==> src/rtl/mac_psum_accumulator.sv <==
// Accumulates CFG_LEN signed partial sums per output point with saturation and
// queues finished results in a 2-entry valid/ready FIFO; drops are flagged as OVERRUN.
module mac_psum_accumulator #(
   parameter int unsigned IN_WIDTH  = 18,
   parameter int unsigned ACC_WIDTH = 32,
   parameter int unsigned CNT_WIDTH = 16
) (
   input  logic                 CLK,
   input  logic                 NRST,
   input  logic                 START,
   input  logic [CNT_WIDTH-1:0] CFG_LEN,
   input  logic [CNT_WIDTH-1:0] CFG_NUM_OUT,
   input  logic                 VALID_IN,
   input  logic [IN_WIDTH-1:0]  IN_DATA,
   output logic                 OUT_VALID,
   input  logic                 OUT_READY,
   output logic [ACC_WIDTH-1:0] OUT_DATA,
   output logic                 OUT_SAT,
   output logic                 BUSY,
   output logic                 DONE,
   output logic                 OVERRUN
);

   localparam int unsigned SUM_WIDTH = ACC_WIDTH + 1;
   localparam logic [ACC_WIDTH-1:0] ACC_MAX = {1'b0, {(ACC_WIDTH-1){1'b1}}};
   localparam logic [ACC_WIDTH-1:0] ACC_MIN = {1'b1, {(ACC_WIDTH-1){1'b0}}};

   typedef enum logic {IDLE, ACCUM} state_t;

   state_t                 state_q, state_nxt;
   logic [ACC_WIDTH-1:0]   acc_q, acc_nxt;
   logic                   sat_q, sat_nxt;
   logic [CNT_WIDTH-1:0]   tap_q, tap_nxt;
   logic [CNT_WIDTH-1:0]   out_cnt_q, out_cnt_nxt;
   logic [CNT_WIDTH-1:0]   len_q, len_nxt;
   logic [CNT_WIDTH-1:0]   num_q, num_nxt;
   logic [ACC_WIDTH-1:0]   head_data_q, head_data_nxt;
   logic                   head_sat_q, head_sat_nxt;
   logic [ACC_WIDTH-1:0]   tail_data_q, tail_data_nxt;
   logic                   tail_sat_q, tail_sat_nxt;
   logic [1:0]             fifo_cnt_q, fifo_cnt_nxt;
   logic                   out_valid_q, out_valid_nxt;
   logic                   busy_q, busy_nxt;
   logic                   done_q, done_nxt;
   logic                   overrun_q, overrun_nxt;

   logic [SUM_WIDTH-1:0]   in_ext;
   logic [SUM_WIDTH-1:0]   sum;
   logic                   sat_now;
   logic [ACC_WIDTH-1:0]   clamped;
   logic                   push;
   logic                   pop;

   // Next-state, datapath and FIFO bookkeeping
   always_comb begin
      state_nxt     = state_q;
      acc_nxt       = acc_q;
      sat_nxt       = sat_q;
      tap_nxt       = tap_q;
      out_cnt_nxt   = out_cnt_q;
      len_nxt       = len_q;
      num_nxt       = num_q;
      head_data_nxt = head_data_q;
      head_sat_nxt  = head_sat_q;
      tail_data_nxt = tail_data_q;
      tail_sat_nxt  = tail_sat_q;
      fifo_cnt_nxt  = fifo_cnt_q;
      overrun_nxt   = overrun_q;
      done_nxt      = 1'b0;
      push          = 1'b0;

      in_ext  = {{(SUM_WIDTH-IN_WIDTH){IN_DATA[IN_WIDTH-1]}}, IN_DATA};
      sum     = {acc_q[ACC_WIDTH-1], acc_q} + in_ext;
      sat_now = sum[SUM_WIDTH-1] != sum[ACC_WIDTH-1];
      clamped = sat_now ? (sum[SUM_WIDTH-1] ? ACC_MIN : ACC_MAX) : sum[ACC_WIDTH-1:0];
      pop     = out_valid_q && OUT_READY;

      case (state_q)
         IDLE: begin
            if (START) begin
               len_nxt     = (CFG_LEN == '0) ? CNT_WIDTH'(1) : CFG_LEN;
               num_nxt     = (CFG_NUM_OUT == '0) ? CNT_WIDTH'(1) : CFG_NUM_OUT;
               acc_nxt     = '0;
               sat_nxt     = 1'b0;
               tap_nxt     = '0;
               out_cnt_nxt = '0;
               overrun_nxt = 1'b0;
               state_nxt   = ACCUM;
            end
         end
         ACCUM: begin
            if (VALID_IN) begin
               if (tap_q == len_q - CNT_WIDTH'(1)) begin
                  push        = 1'b1;
                  acc_nxt     = '0;
                  sat_nxt     = 1'b0;
                  tap_nxt     = '0;
                  out_cnt_nxt = out_cnt_q + CNT_WIDTH'(1);
                  if (out_cnt_q == num_q - CNT_WIDTH'(1)) begin
                     done_nxt  = 1'b1;
                     state_nxt = IDLE;
                  end
               end else begin
                  acc_nxt = clamped;
                  sat_nxt = sat_q | sat_now;
                  tap_nxt = tap_q + CNT_WIDTH'(1);
               end
            end
         end
         default: state_nxt = IDLE;
      endcase

      // Shift FIFO: head register keeps its last value once drained
      case (fifo_cnt_q)
         2'd0: begin
            if (push) begin
               head_data_nxt = clamped;
               head_sat_nxt  = sat_q | sat_now;
               fifo_cnt_nxt  = 2'd1;
            end
         end
         2'd1: begin
            if (push && pop) begin
               head_data_nxt = clamped;
               head_sat_nxt  = sat_q | sat_now;
            end else if (push) begin
               tail_data_nxt = clamped;
               tail_sat_nxt  = sat_q | sat_now;
               fifo_cnt_nxt  = 2'd2;
            end else if (pop) begin
               fifo_cnt_nxt  = 2'd0;
            end
         end
         default: begin
            if (pop) begin
               head_data_nxt = tail_data_q;
               head_sat_nxt  = tail_sat_q;
               if (push) begin
                  tail_data_nxt = clamped;
                  tail_sat_nxt  = sat_q | sat_now;
               end else begin
                  fifo_cnt_nxt  = 2'd1;
               end
            end else if (push) begin
               overrun_nxt = 1'b1;
            end
         end
      endcase

      out_valid_nxt = fifo_cnt_nxt != 2'd0;
      busy_nxt      = state_nxt == ACCUM;
   end

   always_ff @(posedge CLK) begin
      if (!NRST) begin
         state_q     <= IDLE;
         acc_q       <= '0;
         sat_q       <= 1'b0;
         tap_q       <= '0;
         out_cnt_q   <= '0;
         len_q       <= CNT_WIDTH'(1);
         num_q       <= CNT_WIDTH'(1);
         head_data_q <= '0;
         head_sat_q  <= 1'b0;
         tail_data_q <= '0;
         tail_sat_q  <= 1'b0;
         fifo_cnt_q  <= 2'd0;
         out_valid_q <= 1'b0;
         busy_q      <= 1'b0;
         done_q      <= 1'b0;
         overrun_q   <= 1'b0;
      end else begin
         state_q     <= state_nxt;
         acc_q       <= acc_nxt;
         sat_q       <= sat_nxt;
         tap_q       <= tap_nxt;
         out_cnt_q   <= out_cnt_nxt;
         len_q       <= len_nxt;
         num_q       <= num_nxt;
         head_data_q <= head_data_nxt;
         head_sat_q  <= head_sat_nxt;
         tail_data_q <= tail_data_nxt;
         tail_sat_q  <= tail_sat_nxt;
         fifo_cnt_q  <= fifo_cnt_nxt;
         out_valid_q <= out_valid_nxt;
         busy_q      <= busy_nxt;
         done_q      <= done_nxt;
         overrun_q   <= overrun_nxt;
      end
   end

   assign OUT_VALID = out_valid_q;
   assign OUT_DATA  = head_data_q;
   assign OUT_SAT   = head_sat_q;
   assign BUSY      = busy_q;
   assign DONE      = done_q;
   assign OVERRUN   = overrun_q;

endmodule

==> config.mk <==
export PLATFORM = sky130hd
export DESIGN_NAME = mac_psum_accumulator
export DESIGN_NICKNAME = d
export VERILOG_FILES = /design/src/rtl/mac_psum_accumulator.sv
export SDC_FILE = /design/constraint.sdc
export NUM_CORES = 1
export LEC_CHECK = 0
export BUFFER_PORTS_ARGS = -buffer_cell sky130_fd_sc_hd__buf_4
export CAP_MARGIN = 25
export CORE_UTILIZATION = 35
export CTS_CLUSTER_DIAMETER = 150
export CTS_CLUSTER_SIZE = 28
export DETAILED_ROUTE_END_ITERATION = 6
export PLACE_DENSITY = 0.64
export SYNTH_ARGS = -nofsm -noshare
export SYNTH_HDL_FRONTEND = slang
export SYNTH_SLANG_ARGS = --single-unit
==> constraint.sdc <==
create_clock -name CLK -period 4.7 [get_ports CLK]
set_clock_uncertainty 0.2 [all_clocks]
set_input_delay 0.94 -clock CLK [delete_from_list [all_inputs] [get_ports CLK]]
set_output_delay 0.94 -clock CLK [all_outputs]
set_load 0.05 [all_outputs]
# Word level (Yosys, flattened, before mapping)
# Cells that the tools add are included.
# Widths: inputs -> output; s select.
dict set report op_classes {
  add_sub_neg 5
  multipliers 0
  div 0
  magnitude_cmp 0
  eq_ne 10
  shifts 0
  n_mux 56
  bitwise_logic 3
  n_reduce_logical 15
}
# operator count
set op_table {}
lappend op_table {{$mux 32} 11}
lappend op_table {{$pmux 32 s2} 3}
lappend op_table {{$mux 16} 7}
lappend op_table {{$pmux 16 s2} 2}
lappend op_table {{$add 32x18->33} 1}
lappend op_table {{$add 16x1->16 const B} 2}
lappend op_table {{$eq 16x16->1} 2}
lappend op_table {{$logic_not 16->1} 2}
lappend op_table {{$sub 16x1->16 const B} 2}
lappend op_table {{$mux 1} 22}
lappend op_table {{$mux 2} 6}
lappend op_table {{$ne 2x2->1 const B} 5}
lappend op_table {{$reduce_and 3->1} 3}
lappend op_table {{$pmux 1 s2} 4}
lappend op_table {{$pmux 2 s2} 1}
lappend op_table {{$reduce_and 2->1} 2}
lappend op_table {{$reduce_and 4->1} 1}
lappend op_table {{$reduce_bool 2->1} 2}
lappend op_table {{$reduce_bool 3->1} 1}
lappend op_table {{$eq 2x1->1 const B} 1}
lappend op_table {{$logic_and 1x1->1} 2}
lappend op_table {{$logic_not 2->1} 1}
lappend op_table {{$ne 2x1->1 const B} 1}
lappend op_table {{$not 1->1} 2}
lappend op_table {{3 further kinds} 3}
dict set report word_totals {
  reg_bits 169
  latch_bits 0
  ram_bits 0
  mem_bits_ro 0
  in_bits 55
  output_inout_bits 37
  word_cells 104
  n_memories 0
}

# Logic depth before layout (Yosys ltp)
# Gate-level depths: netlist of run 1.
dict set report logic_depth {
  ltp_word 9
  ltp_mapped 14
  mapped_depth_nobuf 12
}

# Worst setup path after synthesis of run 1
# OpenSTA, ideal clock, no wires.
dict set report synth_timing {
  kind {input port to flip-flop}
  start {input IN_DATA[9]}
  end {register head_data_q[10], in the netlist OUT_DATA[10]}
  setup_time_ps 123
  arrival_ps 3689
  required_time_ps 4377
  path_slack_ps 688
  path_stages 12
  path_buffers 2
  path_cell_list {ha_1 -> a21oi_1 -> nor2_1 -> o41ai_1 -> a21oi_1 -> nor4_1 -> o41a_1 -> clkbuf_1 -> clkbuf_1 -> nand2_1 -> a221oi_1 -> nor2_1}
}
dict set report synth_between {
  elab_chain_cells 5
  elab_cells_between_ends 7
  classes_between {add/sub: 1; eq/ne: 1; mux: 5}
}
# item line
set synth_lines {}
lappend synth_lines {{start, declared} 14} ;# input logic [IN_WIDTH-1:0] IN_DATA,
lappend synth_lines {{$add 32x18->33 (*)} 73} ;# sum = {acc_q[ACC_WIDTH-1], acc_q} + in_ext;
lappend synth_lines {{$mux 32 / $ne 1x1->1 (equally long branches)} {75, 74}}
lappend synth_lines {{$mux 32 (*)} 75} ;# clamped = sat_now ? (sum[SUM_WIDTH-1] ? ACC_MIN : ACC_MAX) : sum[ACC_WIDTH-1:0];
lappend synth_lines {{$mux 32 (on tied branches)} {123, 116}}
lappend synth_lines {{$pmux 32 s2 (*)} 114} ;# case (fifo_cnt_q)
lappend synth_lines {{end signal, assigned} 180} ;# head_data_q <= head_data_nxt;
lappend synth_lines {{end, declared} 37} ;# logic [ACC_WIDTH-1:0] head_data_q, head_data_nxt;
# Mark *: on every way between the ends. The rest lies on a longest branch, timed or not. The select of a mux whose other input is x is not followed.
# A chain may end at the register's enable or synchronous reset.

# Worst setup path in the final report of run 1
dict set report layout_timing {
  start {input IN_DATA[0]}
  end {register acc_q[21]}
}
dict set report layout_between {
  elab_chain_cells 6
  elab_cells_between_ends 7
  classes_between {add/sub: 1; eq/ne: 1; mux: 5}
}
# item line
set layout_lines {}
lappend layout_lines {{$add 32x18->33 (*)} 73}
lappend layout_lines {{$mux 32 / $ne 1x1->1 (equally long branches)} {75, 74}}
lappend layout_lines {{$mux 32 (*)} 75}
lappend layout_lines {{$mux 32 (*)} 93} ;# if (tap_q == len_q - CNT_WIDTH'(1)) begin
lappend layout_lines {{$mux 32 (*)} 92} ;# if (VALID_IN) begin
lappend layout_lines {{$pmux 32 s2 (*)} 78} ;# case (state_q)
lappend layout_lines {{end signal, assigned} 174} ;# acc_q <= acc_nxt;
lappend layout_lines {{end, declared} 31} ;# logic [ACC_WIDTH-1:0] acc_q, acc_nxt;
# Marked as above.

==> results of run 1 <==
-- Yosys cell counts, drive strengths merged (3+ instances only) --
library cell	count	area (µm²)
a21oi	135	676
o211ai	12	90.1
nand4	22	138
ha	36	450
inv	21	78.8
buf	19	88.8
nor2	118	453
nor4	18	149
or3	15	98.8
xor2	41	359
xnor2	40	350
and2	6	37.5
or4	3	26.3
a2111oi	4	53.8
a31oi	10	62.6
a21boi	4	30.0
a22oi	28	210
o21bai	3	22.5
nand3b	6	45.0
dfxtp	169	3380
and4	3	26.3
o31ai	3	22.5
nand3	37	190
nor2b	5	31.3
clkbuf	64	240
and3	16	100
nor3b	7	52.6
o21a	7	52.6
nand2b	12	75.1
mux2i	4	40.0
o31a	3	26.3
or2	5	31.3
a221oi	26	228
a21o	10	75.1
nor3	27	150
a41oi	3	26.3
nand2	188	706
o21ai	88	444
a211o	4	35.0
-- cells by family (layout without fill, tap and decap cells) --
kind of cell	count (synthesis)	count (layout)
simple gates	495	495
compound gates	358	358
flops	169	169
buf+inv	104	168
xor+xnor	81	81
fa+ha+maj	37	37
mux	4	4
-- worst min-delay path by stage --
| stage | from | endpoint | slack, ns | cells after the start |
|---|---|---|---|---|
| after floorplan | tail_sat_q$_SDFFE_PN0P_ | tail_sat_q$_SDFFE_PN0P_ | 0.23 | 2 |
| after detailed placement | tail_sat_q$_SDFFE_PN0P_ | tail_sat_q$_SDFFE_PN0P_ | 0.24 | 2 |
| after global routing | tail_data_q[3]$_SDFFE_PN0P_ | tail_data_q[3]$_SDFFE_PN0P_ | 0.27 | 2 |
| after CTS | tail_sat_q$_SDFFE_PN0P_ | tail_sat_q$_SDFFE_PN0P_ | 0.25 | 2 |
| after global placement | tail_sat_q$_SDFFE_PN0P_ | tail_sat_q$_SDFFE_PN0P_ | 0.24 | 2 |
| final | tail_data_q[2]$_SDFFE_PN0P_ | tail_data_q[2]$_SDFFE_PN0P_ | 0.25 | 2 |
-- critical path, delay by kind of cell --
family / cells / cell delay (ns)
simple gates: 4 / 0.52
compound gates: 5 / 1.64
buf+inv: 4 / 0.59
fa+ha+maj: 2 / 0.59
-- final cells by class --
type	instances	share of cell area (%)
Tap cell	341	3.79
Clock buffer	20	4.06
Multi-Input combinational cell	975	51.8
Clock inverter	12	1.57
Sequential cell	169	30.1
Inverter	21	0.701
Timing Repair Buffer	115	8.01
-- sequential cells by signal, indices dropped and copies added, names as in the netlist --
| register | count |
|---|---|
| sat_q | 1 |
| out_cnt_q | 16 |
| DONE | 1 |
| fifo_cnt_q | 2 |
| OUT_SAT | 1 |
| acc_q | 32 |
| tail_data_q | 32 |
| num_q | 16 |
| tap_q | 16 |
| len_q | 16 |
| BUSY | 1 |
| OUT_VALID | 1 |
| OVERRUN | 1 |
| tail_sat_q | 1 |
| OUT_DATA | 32 |
-- metal layers --
metal  routed length [µm]  track usage (%)  up-vias
met1                12400             25.2     4353
met4                  606             6.22        0
met5                    0                0        -
met3                 1300             2.95       40
li1                     -                -     4563
met2                13200             34.0      266
-- power breakdown --
| part | internal (mW) | switching (mW) | total (mW) |
|---|---|---|---|
| combinational | 0.214 | 0.346 | 0.560 |
| sequential | 1.47 | 0.0414 | 1.51 |
| clock | 0.886 | 0.646 | 1.53 |
| total | 2.57 | 1.03 | 3.60 |
-- through the flow --
stage               instance area, µm²  power (mW)  hold slack, ns  util (%)  cells
CTS                              11300        3.63           0.253      41.7   1653
finish                           11300        3.60           0.254      41.7   1653
global placement                 10600        2.09           0.235      39.4   1621
detailed placement               10600        2.10           0.244      39.4   1621
floorplan                         9610        1.92           0.227         -   1248
global route                     11300        3.76           0.269      41.7   1653
==> run metrics, run 1 <==
ANT cells 0; largest family of logic cells by synthesized area simple AND/OR/NAND/NOR gates; first-pass GRT wire length 44800 µm; Starting Density 35.7%; Worst Max-Slew Pin Slew 0.959 ns; IO Count 92; reg-to-reg slack, setup 0.68 ns; xor and xnor area share after synthesis 7.38%; share of cells above drive strength 1 13.1%; Die Ht 168 µm; vias in the first global route approximately 8600; Slew HR 36.0%; critical path class input pin to flop; Final Hold Fails 0; PnR worst setup slack ~0.6 ns; status complete, no violations; final critical-path share of the clock period 87.5%; Synth Area in Compound Gates 23.1%; FF+latch count, synth 169; CP max FO 7; RSZ-0062 raised after global routing false; RR Startpoint len_q[0]$_SDFFE_PN1P_; final net count 1391; syn avg cell area 7.70 µm²; P per Cell Area 320 mW/mm²; Reg area 0.00338 mm²; DRC violations left 0; CP Capture Type flop; crit start category input pin; hold crit path type flop to flop; Post-Syn Nets 1340; commonest non-fill, non-tap cell in the layout nand2_1; most frequent cells in the layout nand2_1, dfxtp_1, a21oi_1, nor2_1, buf_4; max incr delay on CP between 0.6 and 0.7 ns; leakage 4.41 nW; cts repair resizes 0; Max IR drop VDD 0.249 mV; setup tns final 0 ns; H-Tree Depth 4; total core area 0.0270 mm²; ys async rst share 0%; Tot GR Track Use 19.7%; critical path arrival 4.27 ns; Post-synth EDFFs 0; register area share after synthesis 35.2%; pre-CTS setup slack approximately 0.22 ns; fin. max-slew vios 0; Total Wirelength 27500 µm; Port Buffers about 90; synth-to-layout area growth 17.1%; reg2reg end OUT_DATA[27]$_SDFFE_PN0P_; filler cell count 2776; GPL Wtd Cong 0.899; Syn Inst Count around 1200; First DRT Iteration DRCs 642; CTS clk-pin slew, worst paths 0.07 ns; Final Critical Period roughly 4.1 ns; Worst Setup SP IN_DATA[0]; WP data required 4.86 ns; initial antenna violation count 0; Post-CTS Setup Bufs 0; fmax about 0.24 GHz; Syn. warnings 0; post-synthesis mux area share less than 1%; Remaining Overflow, GRT 0; area of the mapped netlist 0.00961 mm²; largest net degree at the start of global routing 64; clock latency on the worst-skew pair 0.43 ns; Cell Rows 60; clock root buffer clkbuf_16; Post-synth top flop dfxtp_1; MaxCap Viol Count 0; vias per cell 5.58; CTS tree done; endpoints failing setup 0; Die X 168 µm; vias 9222; DRT antenna net count 0; Inserted Clock Buffers 17; Post-Synth Adder-Cell Area 4.90%; crit path to acc_q[21]$_SDFFE_PN0P_; Slowest cell on crit path o41ai_1; Sink Count 169; Multi-input gate area between 0.005 and 0.006 mm²; hold_buf cts 0; drt wl/cell 16.6 µm; DRT Pass-1 Iters 5; Die Area 0.0281 mm²; simple-gate share of the synthesized area 24.8%; DP HPWL 19600 µm; r2r worst-path depth 11; maximum clock insertion buffer count 2; cell breakdown of the critical path buf_4 -> ha_1 -> inv_1 -> fa_1 -> nand2b_1 -> a21oi_1 -> o21ai_0 -> a21oi_1 -> nor4_1 -> buf_4 -> o41ai_1 -> buf_4 -> nor2_1 -> nand2b_1 -> a21oi_1; Yosys cell types 72
Power figures use the tool's default switching activity.
==> run 2, diff against run 1 <==
PLACE_DENSITY = 0.66   (was 0.64)
clock period = 3.29 ns   (was 4.7 ns; I/O delays follow)
==> run 2 against run 1 <==
Against the previous run:
- the run now ends with negative setup slack left
- final area grew 19%
- sequential power grew 42%
- sequential share of layout area shrank 4.8 points
- sequential cell count is the same
- cell count grew 9.9%
- die area is the same
- clock power grew 41%
- utilization grew 8.0 points
- non-clock buffer count grew 164
- first-iteration DRC count grew 6.4%
- worst setup slack lost 0.75 ns
- critical path type is now flop to flop
- critical endpoint is now acc_q[2]$_SDFFE_PN0P_
- largest cell class unchanged
- highest routed layer unchanged
==> run metrics, run 2 (same netlist as run 1, synthesis figures left out) <==
status complete, but fails checks; failing checks negative setup slack; Sink Count 169; WP data required 3.39 ns; clock root buffer clkbuf_16; Total Wirelength approximately 31000 µm; Buf+Inv Stages, Crit Path 4; Die Area 0.0281 mm²; Port Buffers a little over 90; M1 wire length 13300 µm; IO Count 92; hold_buf cts 0; fmax 0.290 GHz; highest routed layer met4; drt wl/cell 17.2 µm; leakage about 5.5 nW; Remaining Overflow, GRT 0; Top cell by count, worst path buf_6; Met2 Wirelength approximately 16000 µm; Comb power frac around a fifth; RSZ-0062 raised after global routing true; hold depth 2; CTS tree done; Core Util, Final about 50%; crit start category flop; CTS clk-pin slew, worst paths 0.07 ns; critical path arrival 3.55 ns; Pwr Total approximately 5.4 mW; fin area 0.0134 mm²; critical path class flop to flop; maximum clock insertion buffer count 2; Slew HR 57.5%; synth-to-layout area growth 39.4%; Worst Max-Slew Pin Slew 0.636 ns; CP max FO 7; H-Tree Depth 4; Clock Power Share between 30% and 40%; first-pass GRT wire length slightly below 50000 µm; PnR worst setup slack -0.162 ns; DRC violations left 0; Tot GR Track Use roughly 22%; switch share 29.8%; final critical-path share of the clock period 105%; Die X about 170 µm; most frequent cells in the layout buf_4, dfxtp_1, nand2_1, nor2_1, a21oi_1; ANT cells 0; Cell Rows 60; P_int 3.81 mW; min-delay src OUT_SAT$_SDFFE_PN0P_; DP HPWL about 22000 µm; hold crit path type flop to flop; MaxCap Viol Count 0; Max IR drop VDD 0.358 mV; r2r worst-path depth 14; vias per cell 5.55; Reg power frac 39.5%; Crit path max-delay family simple AND/OR/NAND/NOR gates; Worst Hold End OUT_SAT$_SDFFE_PN0P_; Final Critical Period roughly 3.5 ns; Die Ht 168 µm; commonest non-fill, non-tap cell in the layout buf_4; clock latency on the worst-skew pair roughly 0.44 ns; final net count 1556; vias in the first global route between 9000 and 10000; vias 10100; Psw between 1.5 and 2 mW; metal3 WL 1670 µm; DRT Pass-1 Iters 5; GPL Wtd Cong 0.895; Starting Density 35.7%; RR Startpoint len_q[0]$_SDFFE_PN1P_; cell breakdown of the critical path inv_4 -> ha_4 -> or4b_4 -> or3_4 -> a2111oi_4 -> o211ai_1 -> nor4_4 -> buf_6 -> nand2b_4 -> nor2_4 -> buf_6 -> buf_12 -> a22oi_2 -> nor2_1; First DRT Iteration DRCs 683; placed cell areas 0.0120 mm²; P per Cell Area between 400 and 500 mW/mm²; Slowest cell on crit path or4b_4; fin. max-slew vios 0; endpoints failing setup 92; CP Capture Type flop; pre-CTS setup slack -0.569 ns; share of cells above drive strength 1 31.3%; total core area 0.0270 mm²; reg2reg end acc_q[2]$_SDFFE_PN0P_; largest net degree at the start of global routing 96; DRT antenna net count 0; reg-to-reg slack, setup -0.16 ns; Inserted Clock Buffers 17; max incr delay on CP 0.49 ns; Final Hold Fails 0; initial antenna violation count 0
run 2: worst max-delay path by stage:
stage / slack, ns / start / cells after the start / endpoint
floorplan: -0.01 / len_q[0]$_SDFFE_PN1P_ / 14 / acc_q[14]$_SDFFE_PN0P_
global placement: -0.47 / IN_DATA[0] / 14 / acc_q[25]$_SDFFE_PN0P_
detailed placement: -0.57 / IN_DATA[0] / 14 / acc_q[25]$_SDFFE_PN0P_
CTS: -0.14 / len_q[0]$_SDFFE_PN1P_ / 12 / out_cnt_q[10]$_SDFFE_PN0P_
global route: -0.26 / len_q[0]$_SDFFE_PN1P_ / 14 / OUT_DATA[7]$_SDFFE_PN0P_
finish: -0.16 / len_q[0]$_SDFFE_PN1P_ / 14 / acc_q[2]$_SDFFE_PN0P_
run 2: worst register-to-register path, stage by stage, from the launching register on:
cell and delay [ns]:
dfxtp_4 0.36, inv_4 0.05, ha_4 0.12, or4b_4 0.49, or3_4 0.36, a2111oi_4 0.34, o211ai_1 0.20, nor4_4 0.29
buf_6 0.18, nand2b_4 0.17, nor2_4 0.09, buf_6 0.14, buf_12 0.13, a22oi_2 0.16, nor2_1 0.05
run 2: power by group through the flow:
stage	Sequential [mW]	Clock (mW)	Combinational [mW]
2_1_floorplan	2.20	0	0.577
3_3_place_gp	2.19	0	1.02
3_5_place_dp	2.19	0	1.03
4_1_cts	2.15	2.18	1.07
5_1_grt	2.15	2.27	1.23
6_report	2.15	2.15	1.14
run 2: what timing repair did:
item                       CTS  global route
resized for setup           58           114
gates cloned                 2             7
buffers inserted             6             9
setup endpoints to repair  107           123
pin swaps                   27            52
run 2: final cells by class:
class | count | area, µm²
Sequential cell | 169 | 3390
Fill cell | 2529 | 13600
Clock inverter | 14 | 183
Tap cell | 341 | 427
Clock buffer | 17 | 425
Inverter | 21 | 83.8
Timing Repair Buffer | 279 | 2350
Multi-Input combinational cell | 976 | 6540
run 2: through the flow:
| step | setup TNS [ns] | instances | hold WS, ns |
|---|---|---|---|
| 6_report | -5.96 | 1817 | 0.253 |
| 2_1_floorplan | -0.156 | 1248 | 0.227 |
| 4_1_cts | -5.85 | 1804 | 0.247 |
| 3_3_place_gp | -36.08 | 1767 | 0.234 |
| 3_5_place_dp | -42.67 | 1767 | 0.238 |
| 5_1_grt | -20.04 | 1817 | 0.265 |
run 2: routing by layer:
| layer | vias up | GRT usage, % |
|---|---|---|
| met5 | - | 0 |
| met4 | 0 | 7.18 |
| met3 | 46 | 3.33 |
| met2 | 324 | 37.6 |
| met1 | 4809 | 26.8 |
| li1 | 4906 | - |
==> run 3, diff against run 2 <==
CORE_UTILIZATION = 46   (was 35)
PLACE_DENSITY = 0.79   (was 0.66)
==> run 3 against run 2 <==
Against the previous run:
- the flow finishes with violations (design-rule violations, negative setup slack)
- final area up 3.6%
- sequential share of layout area down 0.88 points
- critical path type unchanged
- fmax down 1.1%
- critical path depth up 1
- sequential power about the same
- first-iteration DRC count up 26%
- cell count down 2.9%
- via count up 5.3%
- global-route usage up 7.3 points
- largest cell class unchanged
==> run metrics, run 3 (same netlist as run 1, synthesis figures left out) <==
status complete, but fails checks; failing checks design-rule violations, negative setup slack; Max IR drop VDD 0.349 mV; Top cell by count, worst path buf_4; Remaining Overflow, GRT 0; cell breakdown of the critical path inv_2 -> ha_4 -> or4b_4 -> buf_4 -> a2111o_1 -> a21oi_2 -> buf_4 -> o21bai_4 -> nor4_4 -> buf_4 -> o21ai_4 -> buf_12 -> buf_6 -> a221oi_4 -> nor2_1; critical path class flop to flop; DRT Pass-1 Iters 7; ANT cells 0; filler cell count 1478; Die X 147 µm; final net count 1573; initial antenna violation count 0; DRC violations left 7; endpoints failing setup 113; MaxCap Viol Count 0; vias 10600; reg-to-reg slack, setup -0.20 ns; first-pass GRT wire length 50000 µm; Worst Setup SP len_q[1]$_SDFFE_PN0P_; Slowest cell on crit path or4b_4; P per Cell Area 390 mW/mm²; DP HPWL 21000 µm; critical path arrival 3.61 ns; clock root buffer clkbuf_16; hold_buf cts 0; reg2reg end OUT_DATA[17]$_SDFFE_PN0P_; Final Hold Fails 0; fmax 0.286 GHz; min-delay src tail_data_q[28]$_SDFFE_PN0P_; H-Tree Depth 4; CP Capture Type flop; vias in the first global route 10100; fin. max-slew vios 0; Port Buffers 91; r2r worst-path depth 15; hold depth 2; leakage roughly 5.7 nW; hold crit path type flop to flop; IO Count 92; Worst Hold End tail_data_q[28]$_SDFFE_PN0P_; Total Wirelength 33900 µm; synth-to-layout area growth 44.5%; drt wl/cell 19.2 µm; vias per cell 6.02; Cell Rows 52; total core area 0.0204 mm²; CTS tree done; Slew HR 44.6%; GPL Wtd Cong approximately 1.0; max incr delay on CP 0.50 ns; PnR worst setup slack -0.202 ns; Die Area 0.0215 mm²; commonest non-fill, non-tap cell in the layout buf_4; CTS clk-pin slew, worst paths 0.07 ns; crit start category flop; Tot GR Track Use 28.9%; Pwr Total 5.42 mW; RSZ-0062 raised after global routing true; WP data required 3.41 ns; Crit path max-delay family compound AO/OA/AOI/OAI gates; clock latency on the worst-skew pair 0.44 ns; share of cells above drive strength 1 35.3%; Final Critical Period ~3.5 ns; CP max FO 8; First DRT Iteration DRCs 858; Sink Count approximately 170; Worst Max-Slew Pin Slew 0.830 ns; Inserted Clock Buffers 17; Buf+Inv Stages, Crit Path 6; Core Util, Final between 60 and 70%; maximum clock insertion buffer count 2; most frequent cells in the layout buf_4, dfxtp_1, nand2_1, nor2_1, a21oi_1; largest net degree at the start of global routing 83; hold_ws 0.277 ns; Starting Density approximately 47%; RR Startpoint len_q[1]$_SDFFE_PN0P_; final critical-path share of the clock period 106%; Die Ht 147 µm; setup tns final -12.09 ns; DRT antenna net count 0
==> run 3: cell types whose count changed in the layout (fill, tap and decap cells not counted), moves of 5 or more <==
cell / delta
buf_6: +16
ha_4: +5
nor2_2: +5
o21ai_0: -14
ha_1: -6
a221oi_4: +5
o21ai_2: +10
a221oi_2: +14
a221oi_1: -19
==> run 3: worst register-to-register path: stages, from the launching register on <==
cell,delay [ns]
dfxtp_2,0.33
inv_2,0.07
ha_4,0.13
or4b_4,0.50
buf_4,0.18
a2111o_1,0.40
a21oi_2,0.16
buf_4,0.14
o21bai_4,0.07
nor4_4,0.22
buf_4,0.19
o21ai_4,0.11
buf_12,0.23
buf_6,0.14
a221oi_4,0.24
nor2_1,0.08
==> run 3: stage by stage <==
stage | area [µm²] | cells | setup slack, ns
finish | 13900 | 1764 | -0.202
global route | 13900 | 1764 | -0.306
CTS | 12900 | 1742 | -0.110
detailed placement | 11900 | 1697 | -0.524
global placement | 11900 | 1697 | -0.469
floorplan | 9790 | 1248 | -0.0131
==> run 3: how the worst max path moves through the flow <==
stage,endpoint,depth (start not counted)
floorplan,acc_q[14]$_SDFFE_PN0P_,14
global placement,OUT_DATA[18]$_SDFFE_PN0P_,14
detailed placement,OUT_DATA[18]$_SDFFE_PN0P_,14
CTS,OUT_DATA[5]$_SDFFE_PN0P_,15
global route,OUT_DATA[23]$_SDFFE_PN0P_,14
finish,OUT_DATA[17]$_SDFFE_PN0P_,15
==> run 3: routing by layer <==
metal  up-vias  routed length [µm]  track usage, %
met2       484               16700            50.4
met5         -                   0               0
met3       136                2300            5.38
met1      5054               13100            34.1
met4         0                1770            13.5
li1       4950                   -               -
==> run 3: report_power, final <==
| group | leakage (nW) | internal (mW) | total, mW | switching, mW |
|---|---|---|---|---|
| registers | 1.37 | 2.10 | 2.15 | 0.0584 |
| logic | 4.04 | 0.533 | 1.20 | 0.668 |
| clock network | 0.284 | 1.14 | 2.07 | 0.930 |
==> run 3: area by class of cell <==
type	instances	area, µm²	share of cell area (%)
Multi-Input combinational cell	977	6890	49.6
Sequential cell	169	3390	24.4
Timing Repair Buffer	295	2590	18.7
Clock buffer	18	429	3.09
Tap cell	270	338	2.43
Clock inverter	14	161	1.16
Inverter	21	83.8	0.604
==> run 3: timing repair <==
action / 4_1_cts / 5_1_grt
pin swaps: 34 / 91
hold endpoints to repair: 0 / 0
setup endpoints to repair: 120 / 134
cloned: 5 / 8
buffers inserted: 9 / 18
resized for setup: 75 / 184
